$ cat src/rtl/jpeg_commit_fifo_if.sv
// jpeg_commit_fifo_if: write/read/transaction bus of the commit FIFO
interface jpeg_commit_fifo_if #(
  parameter int WIDTH  = 8,
  parameter int ADDR_W = 4
);
  logic [WIDTH-1:0]  data_in_i;
  logic              push_i;
  logic              pop_i;
  logic              flush_i;
  logic              commit_i;
  logic              rollback_i;
  logic [WIDTH-1:0]  data_out_o;
  logic              accept_o;
  logic              valid_o;
  logic [ADDR_W:0]   level_o;
  logic              almost_full_o;
  logic              almost_empty_o;
  logic              overflow_o;
  logic              underflow_o;
  modport master (
    output data_in_i, push_i, pop_i, flush_i, commit_i, rollback_i,
    input  data_out_o, accept_o, valid_o, level_o, almost_full_o,
           almost_empty_o, overflow_o, underflow_o
  );
  modport slave (
    input  data_in_i, push_i, pop_i, flush_i, commit_i, rollback_i,
    output data_out_o, accept_o, valid_o, level_o, almost_full_o,
           almost_empty_o, overflow_o, underflow_o
  );
endinterface

$ cat src/rtl/jpeg_commit_fifo.sv
// jpeg_commit_fifo: FWFT FIFO whose writes become visible only on commit and can be rolled back
module jpeg_commit_fifo #(
  parameter int WIDTH      = 8,
  parameter int DEPTH      = 16,
  parameter int ADDR_W     = 4,
  parameter int AFULL_LVL  = 12,
  parameter int AEMPTY_LVL = 2
) (
  input logic                clk_i,
  input logic                rst_ni,
  jpeg_commit_fifo_if.slave  bus
);
  localparam int PW = ADDR_W + 1;
  logic [WIDTH-1:0] ram [DEPTH];
  logic [PW-1:0] wr_q, cm_q, rd_q, wr_d, cm_d, rd_d, wr_adv, total, committed;
  logic ovf_q, unf_q, ovf_d, unf_d, push_ok, pop_ok;
  always_comb begin
    total     = wr_q - rd_q;
    committed = cm_q - rd_q;
    push_ok   = bus.push_i & bus.accept_o;
    pop_ok    = bus.pop_i & bus.valid_o;
    wr_adv    = wr_q + PW'(push_ok);
    // commit beats rollback; a push under rollback is dropped with the rest of the pending data
    wr_d  = bus.flush_i ? '0 : bus.commit_i ? wr_adv : bus.rollback_i ? cm_q : wr_adv;
    cm_d  = bus.flush_i ? '0 : bus.commit_i ? wr_adv : cm_q;
    rd_d  = bus.flush_i ? '0 : rd_q + PW'(pop_ok);
    ovf_d = ~bus.flush_i & (ovf_q | (bus.push_i & ~bus.accept_o));
    unf_d = ~bus.flush_i & (unf_q | (bus.pop_i & ~bus.valid_o));
  end
  always_ff @(posedge clk_i or negedge rst_ni) begin
    if (!rst_ni) begin
      wr_q  <= '0;
      cm_q  <= '0;
      rd_q  <= '0;
      ovf_q <= 1'b0;
      unf_q <= 1'b0;
    end else begin
      wr_q  <= wr_d;
      cm_q  <= cm_d;
      rd_q  <= rd_d;
      ovf_q <= ovf_d;
      unf_q <= unf_d;
    end
  end
  always_ff @(posedge clk_i) begin
    if (push_ok) ram[wr_q[ADDR_W-1:0]] <= bus.data_in_i;
  end
  assign bus.data_out_o     = ram[rd_q[ADDR_W-1:0]];
  assign bus.accept_o       = total != PW'(DEPTH);
  assign bus.valid_o        = committed != '0;
  assign bus.level_o        = committed;
  assign bus.almost_full_o  = total >= PW'(AFULL_LVL);
  assign bus.almost_empty_o = committed <= PW'(AEMPTY_LVL);
  assign bus.overflow_o     = ovf_q;
  assign bus.underflow_o    = unf_q;
endmodule

$ cat src/flat_wrapper.sv
// flat-port wrapper written by rule: the top's interface ports become plain ports
module jpeg_commit_fifo_flat 
#(
  parameter int WIDTH      = 8,
  parameter int DEPTH      = 16,
  parameter int ADDR_W     = 4,
  parameter int AFULL_LVL  = 12,
  parameter int AEMPTY_LVL = 2
)
  (clk_i, rst_ni, bus_data_in_i, bus_push_i, bus_pop_i, bus_flush_i, bus_commit_i, bus_rollback_i, bus_data_out_o, bus_accept_o, bus_valid_o, bus_level_o, bus_almost_full_o, bus_almost_empty_o, bus_overflow_o, bus_underflow_o);
  jpeg_commit_fifo_if #(.WIDTH(WIDTH), .ADDR_W(ADDR_W)) bus_i ();
  input logic clk_i;
  input logic rst_ni;
  input wire logic [$bits(bus_i.data_in_i)-1:0] bus_data_in_i;
  input wire logic [$bits(bus_i.push_i)-1:0] bus_push_i;
  input wire logic [$bits(bus_i.pop_i)-1:0] bus_pop_i;
  input wire logic [$bits(bus_i.flush_i)-1:0] bus_flush_i;
  input wire logic [$bits(bus_i.commit_i)-1:0] bus_commit_i;
  input wire logic [$bits(bus_i.rollback_i)-1:0] bus_rollback_i;
  output wire logic [$bits(bus_i.data_out_o)-1:0] bus_data_out_o;
  output wire logic [$bits(bus_i.accept_o)-1:0] bus_accept_o;
  output wire logic [$bits(bus_i.valid_o)-1:0] bus_valid_o;
  output wire logic [$bits(bus_i.level_o)-1:0] bus_level_o;
  output wire logic [$bits(bus_i.almost_full_o)-1:0] bus_almost_full_o;
  output wire logic [$bits(bus_i.almost_empty_o)-1:0] bus_almost_empty_o;
  output wire logic [$bits(bus_i.overflow_o)-1:0] bus_overflow_o;
  output wire logic [$bits(bus_i.underflow_o)-1:0] bus_underflow_o;
  assign bus_i.data_in_i = bus_data_in_i;
  assign bus_i.push_i = bus_push_i;
  assign bus_i.pop_i = bus_pop_i;
  assign bus_i.flush_i = bus_flush_i;
  assign bus_i.commit_i = bus_commit_i;
  assign bus_i.rollback_i = bus_rollback_i;
  assign bus_data_out_o = bus_i.data_out_o;
  assign bus_accept_o = bus_i.accept_o;
  assign bus_valid_o = bus_i.valid_o;
  assign bus_level_o = bus_i.level_o;
  assign bus_almost_full_o = bus_i.almost_full_o;
  assign bus_almost_empty_o = bus_i.almost_empty_o;
  assign bus_overflow_o = bus_i.overflow_o;
  assign bus_underflow_o = bus_i.underflow_o;
  jpeg_commit_fifo #(.WIDTH(WIDTH), .DEPTH(DEPTH), .ADDR_W(ADDR_W), .AFULL_LVL(AFULL_LVL), .AEMPTY_LVL(AEMPTY_LVL)) u_core (.clk_i(clk_i), .rst_ni(rst_ni), .bus(bus_i));
endmodule
$ cat config.mk
export PLATFORM = sky130hd
export DESIGN_NAME = jpeg_commit_fifo_flat
export DESIGN_NICKNAME = d
export VERILOG_FILES = /design/src/rtl/jpeg_commit_fifo_if.sv /design/src/rtl/jpeg_commit_fifo.sv /design/src/flat_wrapper.sv
export SDC_FILE = /design/constraint.sdc
export NUM_CORES = 1
export LEC_CHECK = 0
export BUFFER_PORTS_ARGS = -buffer_cell sky130_fd_sc_hd__buf_2
export CAP_MARGIN = 15
export CORE_ASPECT_RATIO = 1.4
export CORE_MARGIN = 1
export CORE_UTILIZATION = 35
export DETAILED_ROUTE_END_ITERATION = 10
export SETUP_SLACK_MARGIN = 0.15
export SYNTH_ARGS = -nofsm -noshare
export SYNTH_HDL_FRONTEND = slang
export SYNTH_SLANG_ARGS = --single-unit
$ cat constraint.sdc
create_clock -name clk_i -period 3.05 [get_ports clk_i]
set_clock_uncertainty 0.2 [all_clocks]
set_input_delay 0 -clock clk_i [delete_from_list [all_inputs] [get_ports clk_i]]
set_output_delay 0 -clock clk_i [all_outputs]
set_load 0.01 [all_outputs]
Word level (Yosys, flattened, before mapping)
Memories as Yosys holds them, arrays and structs flattened.
Cells that the tools add are included.
{ "totals": {"register_bits": 17, "ramBits": 128, "input_bits": 15, "out_inout_bits": 19, "wordCells": 34, "memories": 1} }
{ "op_classes": {"add_sub_neg": 4, "order_cmp": 2, "n_eq_ne": 1, "muxes": 8, "bitwise": 11, "reduce_logical": 2} }
{ "memory_table": {"columns": ["memory", "words", "word_bits", "read_ports", "rd_clocked_by_memory_dff", "write_ports", "line", "rtl"], "rows": [
  ["u_core.ram", 16, 8, 1, 0, 1, "jpeg_commit_fifo.sv:14", "logic [WIDTH-1:0] ram [DEPTH];"]
]} }
{ "op_table": {"columns": ["op", "n"], "rows": [
  ["5-bit two-way mux", 6],
  ["5-bit by 1-bit adder with 5-bit output", 2],
  ["5-bit subtractor", 2],
  ["1-bit AND", 6],
  ["5-bit by 4-bit greater-or-equal comparator with 1-bit output, second input constant", 1],
  ["5-bit by 2-bit less-or-equal comparator with 1-bit output, second input constant", 1],
  ["5-bit inequality test, second input constant", 1],
  ["5-bit nonzero test", 1],
  ["1-bit NOT", 3],
  ["1-bit two-way mux", 2],
  ["1-bit bitwise OR", 2],
  ["2-bit nonzero test", 1]
]} }

Depth between registers and ports, before layout
Gate-level depths: netlist of the first run.
{ "depth": {"depth_word": 7, "ltp_mapped": 14, "ltp_nobuf": 13} }

Worst setup path after synthesis of the first run
OpenSTA, ideal clock, no wires.
{ "synth_path": {"path_type": "flip-flop to flip-flop", "start": "reg u_core.rd_q[1]", "end": "reg u_core.cm_q[4]", "setup_ns": 0.143, "arrival_time_ns": 3.050, "required_ns": 2.707, "slack_ns": -0.343, "stages_incl_launch_ff": 15, "path_buffers": 3, "period_less_slack_ns": 3.393, "path_cell_list": "dfrtp_1 clkbuf_1 clkbuf_1 inv_1 ha_1 nand3b_1 a211o_1 a211oi_4 buf_6 nor2_1 ha_1 ha_1 nand3_1 xor2_1 a211oi_1"} }
{ "synth_between": {"elab_chain_cells": 6} }
{ "synth_rtl": {"columns": ["element", "line", "rtl"], "rows": [
  ["from (decl)", "jpeg_commit_fifo.sv:15", "logic [PW-1:0] wr_q, cm_q, rd_q, wr_d, cm_d, rd_d, wr_adv, total, committed;"],
  ["from (signal assigned)", "jpeg_commit_fifo.sv:40", "rd_q <= rd_d;"],
  ["5-bit subtractor", "jpeg_commit_fifo.sv:18", "total = wr_q - rd_q;"],
  ["5-bit inequality test", "jpeg_commit_fifo.sv:49", "assign bus.accept_o = total != PW'(DEPTH);"],
  ["1-bit AND", "jpeg_commit_fifo.sv:20", "push_ok = bus.push_i & bus.accept_o;"],
  ["5-bit by 1-bit adder with 5-bit output", "jpeg_commit_fifo.sv:22", "wr_adv = wr_q + PW'(push_ok);"],
  ["5-bit two-way mux (2 in series)", "jpeg_commit_fifo.sv:25", "cm_d = bus.flush_i ? '0 : bus.commit_i ? wr_adv : cm_q;"],
  ["to (signal assigned)", "jpeg_commit_fifo.sv:39", "cm_q <= cm_d;"],
  ["to (decl)", "jpeg_commit_fifo.sv:15", null]
]} }
No other way between the ends. The select of a mux whose other input is x is not followed.
A chain may end at the register's enable or synchronous reset.

Worst setup path after layout of the first run
{ "layout_path": {"start": "reg u_core.rd_q[2]", "end": "reg u_core.cm_q[4]"} }
Same word-level chain as after synthesis.

==> run metrics, run 1 <==
Crit path depth=14; final non-filler cell total=674; TNS Setup=0 ns; Int Pwr=between 0.003 and 0.004 W; full die area=0.01852 mm2; Clock power frac=0.358; Worst slew margin=0.3343; die height=~160 um; power per cell area=approximately 670 mW/mm2; status=complete, no violations; fmax=roughly 350 MHz; Pre-antenna DRT Iters=4; sequential area share after synthesis=0.6786; slowest stage cell, crit path=dfrtp_1; sw power=0.001333 W; WP data required=3.13 ns; I/O pin total=34; Root Buffer=clkbuf_16; CTS sink cnt=between 100 and 150; clock tree buffer depth=2; die width=115.3 um; Worst-Margin Slew=0.9948 ns; vias in the first global route=3540; critical path peak fanout=10; largest net degree at the start of global routing=35; Tcrit/Tclk final=0.9333; Critical path buffers and inverters=4; vias per inst=about 5.2; routed vias=3472; commonest non-fill, non-tap cell in the layout=edfxtp_1; Num CTS Buffers=17; Final Util=0.4420; DRC Markers=0; CP top delay family=adder cells; Hold Path Depth=3; all-layer global routing usage=0.1575; Tmin final=2.847 ns; total core area=around 0.017 mm2; Post-Syn Area=0.006291 mm2; Seq pwr share=0.433; Max-Cap Viols=0; Syn Nets=between 300 and 400; fin nets=454; placed cells=623; Final Setup Violations=0; n_diodes=0; post-DP HPWL=8.629 mm; area grow syn2layout=22.75%; critical-path cell list=inv_2 > ha_4 > a21oi_2 > buf_4 > nand4_1 > a211oi_4 > buf_12 > buf_4 > nor2_2 > ha_2 > ha_4 > nand3_2 > xor2_2 > a211oi_1; gpl congestion=a little under 0.8; antenna violations before repair=0; CP arrival=2.93 ns; FF+latch count, synth=145; critical path class=reg -> reg; antenna-violating nets left=0; first-pass GRT wire length=20.44 mm; critical path's largest stage delay=roughly 0.40 ns; static leakage=approximately 2.7 nW; layout cells sized above 1=0.3196; PortBufs=33; Core Rows=57; Sw Ratio=0.2565; endpoints failing hold=0; Setup crit end kind=flop; Ys Warns=0; commonest cells after routing, fill and taps aside=128 x edfxtp_1, 33 x buf_2, 27 x buf_4, 22 x nor2_1, 22 x mux4_1; Clock Pin Slew Worst Setup and Hold Paths=0.06 ns; DR iter-0 viols=261; worst vdd ir=339.1 uV; Routed WL per cell=roughly 20 um; setup repair after global routing missed its margin=true; worst skew pair latency=0.41 ns; initial core utilization=0.3600; grt total ovfl=0; final wirelength=between 10 and 15 mm; CTS H-tree depth=4; Cells after Synth=346; post-synth cell types=39; final max-slew violation count=0; Setup crit start kind=flop; Reg2Reg Depth=14; Hold WC Path Type=in -> reg; Synth Area per Inst=18.18 um2; Comb pwr share=0.210; CTS tree=built
[synthesized netlist by cell type (all sizes together)]
| cell | count | area share |
|---|---|---|
| nor2b | 7 | 0.0070 |
| o31a | 1 | 0.0014 |
| fa | 1 | 0.0032 |
| xnor3 | 1 | 0.0036 |
| mux2i | 3 | 0.0048 |
| a2111oi | 1 | 0.0014 |
| mux4 | 40 | 0.16 |
| o32ai | 1 | 0.0014 |
| nand2 | 3 | 0.0018 |
| nor3 | 7 | 0.0056 |
| o21ai | 1 | 0.00079 |
| nand3 | 21 | 0.017 |
| clkinv | 1 | 0.00060 |
| dfrtp | 17 | 0.068 |
| and3 | 1 | 0.0010 |
| xnor2 | 6 | 0.0084 |
| nand3b | 2 | 0.0024 |
| o21ba | 1 | 0.0016 |
| buf | 8 | 0.011 |
| o2111ai | 1 | 0.0014 |
| nand2b | 2 | 0.0020 |
| nor2 | 28 | 0.017 |
| or3 | 4 | 0.0040 |
| edfxtp | 128 | 0.61 |
| clkbuf | 10 | 0.0060 |
| ha | 12 | 0.024 |
| or2 | 1 | 0.0010 |
| xor2 | 6 | 0.0084 |
| inv | 11 | 0.0066 |
| a31oi | 1 | 0.0010 |
| a21oi | 7 | 0.0056 |
| a211o | 1 | 0.0014 |
| nand4 | 3 | 0.0030 |
| a211oi | 8 | 0.012 |
[per-layer routing]
| layer | GRT usage | share of wire |
|---|---|---|
| met2 | 0.2774 | 0.54 |
| met4 | 0.05549 | 0.013 |
| met3 | 0.03509 | 0.048 |
| met1 | 0.1864 | 0.40 |
| met5 | 0 | 0 |
[timing repair]
action / in CTS / in global routing
setup buffers: 1 / 3
hold buffers: 16 / 0
setup endpoints to repair: 31 / 40
cloned: 0 / 0
pin swaps: 2 / 8
hold endpoints to repair: 170 / 0
gates resized for setup: 4 / 18
[worst min-delay path, stage by stage]
cell and delay, ns:
dlygate4sd3_1 0.52, buf_2 0.21, a211oi_2 0.10
[cell families after synthesis]
logic type,Yosys count,share of synthesized area
flops,145,0.6786
simple gates,79,0.06106
mux,43,0.1611
buf+inv,30,0.02446
compound gates,23,0.02745
xor+xnor,13,0.02029
fa+ha+maj,13,0.02705
[final timing paths]
path | from | to | slack [ns]
max | u_core.rd_q[2] | u_core.cm_q[4] | 0.20
min | bus_commit_i | u_core.cm_q[2] | 0.25
max reg2reg | u_core.rd_q[2] | u_core.cm_q[4] | 0.20
min reg2reg | u_core.bus.overflow_o | u_core.bus.overflow_o | 0.31
max in group asynchronous | rst_ni | u_core.rd_q[0] | 1.55
min in group asynchronous | rst_ni | u_core.bus.underflow_o | 0.55
[final cells by class]
class	instances	area (um2)
fillers	1540	9751
flip-flops and latches	145	4272
multi-input cells	171	2004
repair buffers	79	570.5
clock buffers	19	432.9
well taps	236	295.3
clock inverters	12	95.09
inverters	12	52.55
[sequential cells by signal, summed over array words and instances, names as in the netlist]
signal                  count
u_core.bus.overflow_o       1
u_core.bus.underflow_o      1
u_core.cm_q                 5
u_core.ram                128
u_core.rd_q                 5
u_core.wr_q                 5
[power groups by stage]
stage	Sequential [W]	Combinational (W)	Clock (W)
6_report	0.00225	0.00109	0.00186
5_1_grt	0.00225	0.00119	0.00197
4_1_cts	0.00225	0.00108	0.00189
3_5_place_dp	0.00229	0.00104	0
3_3_place_gp	0.00228	0.00103	0
2_1_floorplan	0.00228	0.000743	0
[metrics by stage]
step / hold WS, ns / cell area [um2] / total power, W / worst slack [ns]
floorplan: -0.4956 / 6402 / 0.003027 / 0.06604
global placement: -0.2538 / 6922 / 0.003312 / 0.1105
detailed placement: -0.2394 / 6922 / 0.003329 / 0.03690
CTS: 0.2302 / 7627 / 0.005213 / 0.05248
global route: 0.2627 / 7722 / 0.005406 / 0.09179
finish: 0.2549 / 7722 / 0.005199 / 0.2033
(Power assumes the default switching activity.)
==> run 2: changes to the inputs <==
--- a/config.mk
+++ b/config.mk
@@ -5,6 +5,7 @@
 export SDC_FILE = /design/constraint.sdc
 export NUM_CORES = 1
 export LEC_CHECK = 0
+export ABC_AREA = 1
 export BUFFER_PORTS_ARGS = -buffer_cell sky130_fd_sc_hd__buf_2
 export CAP_MARGIN = 15
 export CORE_ASPECT_RATIO = 1.4
==> run metrics, run 2 <==
Worst-Margin Slew=0.7891 ns; simple-gate share of the synthesized area=0.1193; clock tree buffer depth=2; CTS sink cnt=145; all-layer global routing usage=0.1694; endpoints failing hold=0; largest family of logic cells by synthesized area=compound AO/OA/AOI/OAI gates; Routed WL per cell=16.96 um; Root Buffer=clkbuf_16; status=complete, no violations; full die area=around 0.019 mm2; sequential area share after synthesis=0.6728; dominant cell type by area after synthesis=edfxtp_1; TNS Setup=0 ns; vias in the first global route=around 4300; largest net degree at the start of global routing=slightly below 70; worst vdd ir=about 590 uV; Clock Pin Slew Worst Setup and Hold Paths=0.06 ns; area grow syn2layout=19.38%; power per cell area=787.8 mW/mm2; n_diodes=0; fmax=362.3 MHz; die width=115.8 um; antenna violations before repair=0; vias per inst=5.025; Final Total Pwr=0.005967 W; Pre-antenna DRT Iters=5; initial core utilization=0.3616; post-synth top area share=0.6058; Synth Area per Inst=11.49 um2; antenna-violating nets left=0; static leakage=2.811 nW; Syn Nets=580; final max-slew violation count=0; Worst slew margin=0.4722; Setup crit start kind=flop; Primary FF master, synth=edfxtp_1; Post-Synth XOR/XNOR Area=0.006902; critical path class=reg -> reg; post-DP HPWL=9.599 mm; Num CTS Buffers=17; die height=around 160 um; CTS H-tree depth=4; final wirelength=14.65 mm; Ys Warns=0; crit path capture=u_core.wr_q[4]; routed vias=between 4000 and 5000; CP arrival=2.86 ns; worst r2r src=u_core.wr_q[2]; CTS tree=built; Max-Cap Viols=0; Synth Area in Compound Gates=0.1236; Tcrit/Tclk final=0.9050; gpl congestion=0.8167; commonest cells after routing, fill and taps aside=128 x edfxtp_1, 95 x nor2_1, 69 x o21ai_0, 57 x nand2_1, 39 x inv_1; setup repair after global routing missed its margin=true; worst skew pair latency=approximately 0.42 ns; most frequent cell after synthesis=edfxtp_1; Tmin final=2.760 ns; DRC Markers=0; critical path peak fanout=7; commonest non-fill, non-tap cell in the layout=edfxtp_1; post-synth cell types=29; layout cells sized above 1=0.1656; I/O pin total=34; PortBufs=33; top cells by area, synth=edfxtp_1 61%, dfrtp_1 6.7%, nor2_1 5.7%; most instantiated cells after synthesis=128 x edfxtp_1, 96 x nor2_1, 69 x o21ai_0; WP data required=3.15 ns; CP startpoint=u_core.wr_q[2]; Post-Syn Area=0.006345 mm2; setup repair bufs after CTS=0; Cells after Synth=552; first-pass GRT wire length=around 23 mm; max reg flops=128; Async SR Flop Fraction=0.1172; total core area=0.01754 mm2; Final Setup Violations=0; Hold WC Path Type=in -> reg; Setup crit end kind=flop; setup slack, reg-to-reg=0.29 ns; grt total ovfl=0; Worst R2R End=u_core.wr_q[4]; mux contribution to synthesized area=0; fin nets=about 640; Post-synth EDFFs=128; adder-cell share of the synthesized area=0.02682; Reg2Reg Depth=16; Core Rows=57; DR iter-0 viols=263; FF+latch count, synth=145
## run 2: cell count changes in the layout (fill, tap and decap cells not counted), sizes merged, moves of 12 or more
cell / change
o211ai: +22
nor2: +73
o221ai: +12
mux4: -40
o21ai: +74
nand2: +56
inv: +33
## run 2: worst max-delay path, cell delays in order (launching register included)
cell	delay [ns]
dfrtp_1	0.51
ha_4	0.27
a21oi_2	0.15
nand2_1	0.06
nand2_1	0.08
nand2_1	0.11
nor2_2	0.16
nand2_2	0.09
nand2_4	0.08
inv_1	0.04
ha_1	0.18
ha_1	0.21
nand2_1	0.09
xor2_1	0.19
nand2_1	0.07
o211ai_1	0.09
inv_1	0.06
## run 2: cell type report
type	instances	area [um2]
Fill cell	1649	9970
Sequential cell	145	4270
Multi-Input combinational cell	337	1807
Timing Repair Buffer	72	498.0
Clock buffer	17	425.4
Tap cell	236	295.3
Inverter	42	160.2
Clock inverter	15	118.9
## run 2: worst min-delay path by stage
| stage | end | cells after the start | from |
|---|---|---|---|
| after detailed placement | u_core.bus.underflow_o | 1 | rst_ni |
| after global placement | u_core.bus.underflow_o | 1 | rst_ni |
| after global routing | u_core.rd_q[1] | 3 | bus_flush_i |
| after floorplan | u_core.bus.overflow_o | 0 | rst_ni |
| final | u_core.bus.underflow_o | 3 | bus_flush_i |
| after CTS | u_core.bus.underflow_o | 3 | bus_flush_i |
## run 2: cells by family after synthesis
family,count (synthesis)
and+or+nand+nor,186
DFF,145
AOI/OAI and AO/OA,133
buffers and inverters,70
adders and majority gates,13
xor gates and xnor gates,5
## run 2: metal layers
metal | vias up | part of all wire | track usage
met5 | - | 0 | 0
met3 | 10 | 0.056 | 0.04203
met4 | 0 | 0.015 | 0.06352
li1 | 2090 | - | -
met1 | 2119 | 0.40 | 0.1984
met2 | 123 | 0.53 | 0.2952
## run 2: timing repair
action                     CTS  global route
hold endpoints to repair   162             0
hold buffers                16             0
resized for setup            0             4
setup endpoints to repair    0            10
## run 2: where the power goes
part | leakage [nW] | switching, W | total, W | internal, W
clock | 0.272 | 0.000779 | 0.00189 | 0.00111
sequential | 1.39 | 0.0000446 | 0.00229 | 0.00225
combinational | 1.15 | 0.00116 | 0.00179 | 0.000622
total | 2.81 | 0.00199 | 0.00597 | 0.00398
## run 2: through the flow
step	cell area (um2)	setup WS (ns)	instances	hold WS, ns	utilization
final	7575	0.2898	864	0.1506	0.4318
after global routing	7575	0.1381	864	0.1434	0.4318
after CTS	7565	0.2667	864	0.1390	0.4312
after detailed placement	6860	0.2703	816	-0.2476	0.3910
after global placement	6860	0.4278	816	-0.2588	0.3910
after floorplan	6406	0.1693	552	-0.4956	-
==> run 3: changes to the inputs <==
==> constraint.sdc (replaced) <==
create_clock -name clk_i -period 3.5 [get_ports clk_i]
set_clock_uncertainty 0.2 [all_clocks]
set_input_delay 0 -clock clk_i [delete_from_list [all_inputs] [get_ports clk_i]]
set_output_delay 0 -clock clk_i [all_outputs]
set_load 0.01 [all_outputs]
==> run metrics, run 3 (same netlist as run 2, synthesis figures left out) <==
min-delay src=bus_flush_i; first-pass GRT wire length=23.18 mm; Root Buffer=clkbuf_16; grt total ovfl=0; commonest cells after routing, fill and taps aside=128 x edfxtp_1, 96 x nor2_1, 69 x o21ai_0, 57 x nand2_1, 41 x inv_1; CP arrival=3.16 ns; antenna violations before repair=0; Setup crit end kind=flop; power per cell area=around 700 mW/mm2; TNS Setup=0 ns; all-layer global routing usage=0.1716; slowest stage cell, crit path=dlygate4sd3_1; static leakage=roughly 2.8 nW; Worst-Margin Slew=0.7834 ns; critical-path cell list=inv_1 > buf_4 > ha_1 > a21oi_1 > nand2_1 > nand2_1 > nand3_1 > nor2_1 > nor2_1 > ha_1 > inv_1 > nor2_1 > dlygate4sd3_1; critical path peak fanout=13; Worst slew margin=0.4760; setup repair after global routing missed its margin=false; layout cells sized above 1=0.1477; status=complete, no violations; CP dominant cell by count=nor2_1; setup slack, reg-to-reg=0.44 ns; worst vdd ir=415.4 uV; critical path class=reg -> reg; Clock Pin Slew Worst Setup and Hold Paths=around 0.06 ns; max reg flops=128; worst r2r src=u_core.rd_q[3]; PortBufs=33; Placed Area=0.006782 mm2; die height=161.3 um; Critical path buffers and inverters=4; Max-Cap Viols=0; antenna-violating nets left=0; CP startpoint=u_core.rd_q[3]; CTS sink cnt=approximately 150; final wirelength=15.20 mm; fin nets=about 640; gpl congestion=around 0.81; I/O pin total=34; endpoints failing hold=0; clock tree buffer depth=2; critical path's largest stage delay=0.54 ns; Tcrit/Tclk final=0.8752; DRC Markers=0; commonest non-fill, non-tap cell in the layout=edfxtp_1; WP data required=3.60 ns; Pre-antenna DRT Iters=5; Final Cell Area=0.007561 mm2; vias in the first global route=4289; CTS H-tree depth=4; total core area=0.01754 mm2; Core Rows=57; Num CTS Buffers=17; Routed WL per cell=17.69 um; DR iter-0 viols=between 300 and 400; Final Setup Violations=0; full die area=0.01868 mm2; Setup crit start kind=flop; final max-slew violation count=0; final non-filler cell total=859; fmax=326.4 MHz; placed cells=811; CTS tree=built; post-DP HPWL=just under 10 mm; routed vias=4375; n_diodes=0; Tmin final=3.063 ns; largest net degree at the start of global routing=69; worst skew pair latency=0.42 ns; area grow syn2layout=19.17%; # fillers=1685; Hold WC Path Type=in -> reg; CP top delay family=buffers and inverters; vias per inst=approximately 5; Final Total Pwr=0.005421 W; initial core utilization=0.3616; die width=115.8 um
==> run 3: power by group <==
| part | total, W | internal [W] | switching (W) |
|---|---|---|---|
| Sequential | 0.00199 | 0.00196 | 0.0000355 |
| Clock | 0.00188 | 0.00119 | 0.000686 |
| Combinational | 0.00155 | 0.000506 | 0.00104 |
| Total | 0.00542 | 0.00366 | 0.00176 |
==> run 3: path summary, 6_finish.rpt <==
path,end,cells after the start
max,u_core.rd_q[0],13
min,u_core.bus.overflow_o,3
max reg2reg,u_core.rd_q[0],13
min reg2reg,u_core.bus.overflow_o,2
max in group asynchronous,u_core.rd_q[3],3
min in group asynchronous,u_core.bus.underflow_o,3
==> run 3: timing repair <==
action / 4_1_cts / 5_1_grt
setup buffers: 0 / 0
endpoints found under the hold margin: 162 / 0
hold buffers: 16 / 0
gates resized for setup: 0 / 1
endpoints found under the setup margin: 0 / 3
==> run 3: layout make-up <==
class                   instances  area (um2)  share of cell area
clock buffers                  19       432.9             0.05726
multi-input cells             337        1755              0.2322
repair buffers                 67       460.4             0.06090
inverters                      42       160.2             0.02118
flip-flops and latches        145        4272              0.5650
clock inverters                13       185.2             0.02449
well taps                     236       295.3             0.03905
==> run 3: through the flow <==
| stage | worst slack [ns] | utilization | hold WS [ns] |
|---|---|---|---|
| final | 0.4366 | 0.4310 | 0.1487 |
| after global routing | 0.1799 | 0.4310 | 0.1543 |
| after global placement | 0.5078 | 0.3865 | -0.2526 |
| after CTS | 0.3233 | 0.4309 | 0.1478 |
| after detailed placement | 0.3985 | 0.3865 | -0.2546 |
| after floorplan | 0.4049 | - | -0.4956 |
==> run 3: routing by layer <==
layer / vias to the layer above / global-route usage / wire length, um
met3: 31 / 0.03227 / 678
met2: 133 / 0.2946 / 7805
met4: 0 / 0.08159 / 455
li1: 2081 / - / -
met1: 2130 / 0.2043 / 6257
met5: - / 0 / 0
==> run 3: worst min-delay path: cells and delay by family <==
| kind | cells | cell delay [ns] |
|---|---|---|
| buffers and inverters | 2 | 0.68 |
| AO/OA/AOI/OAI | 1 | 0.05 |
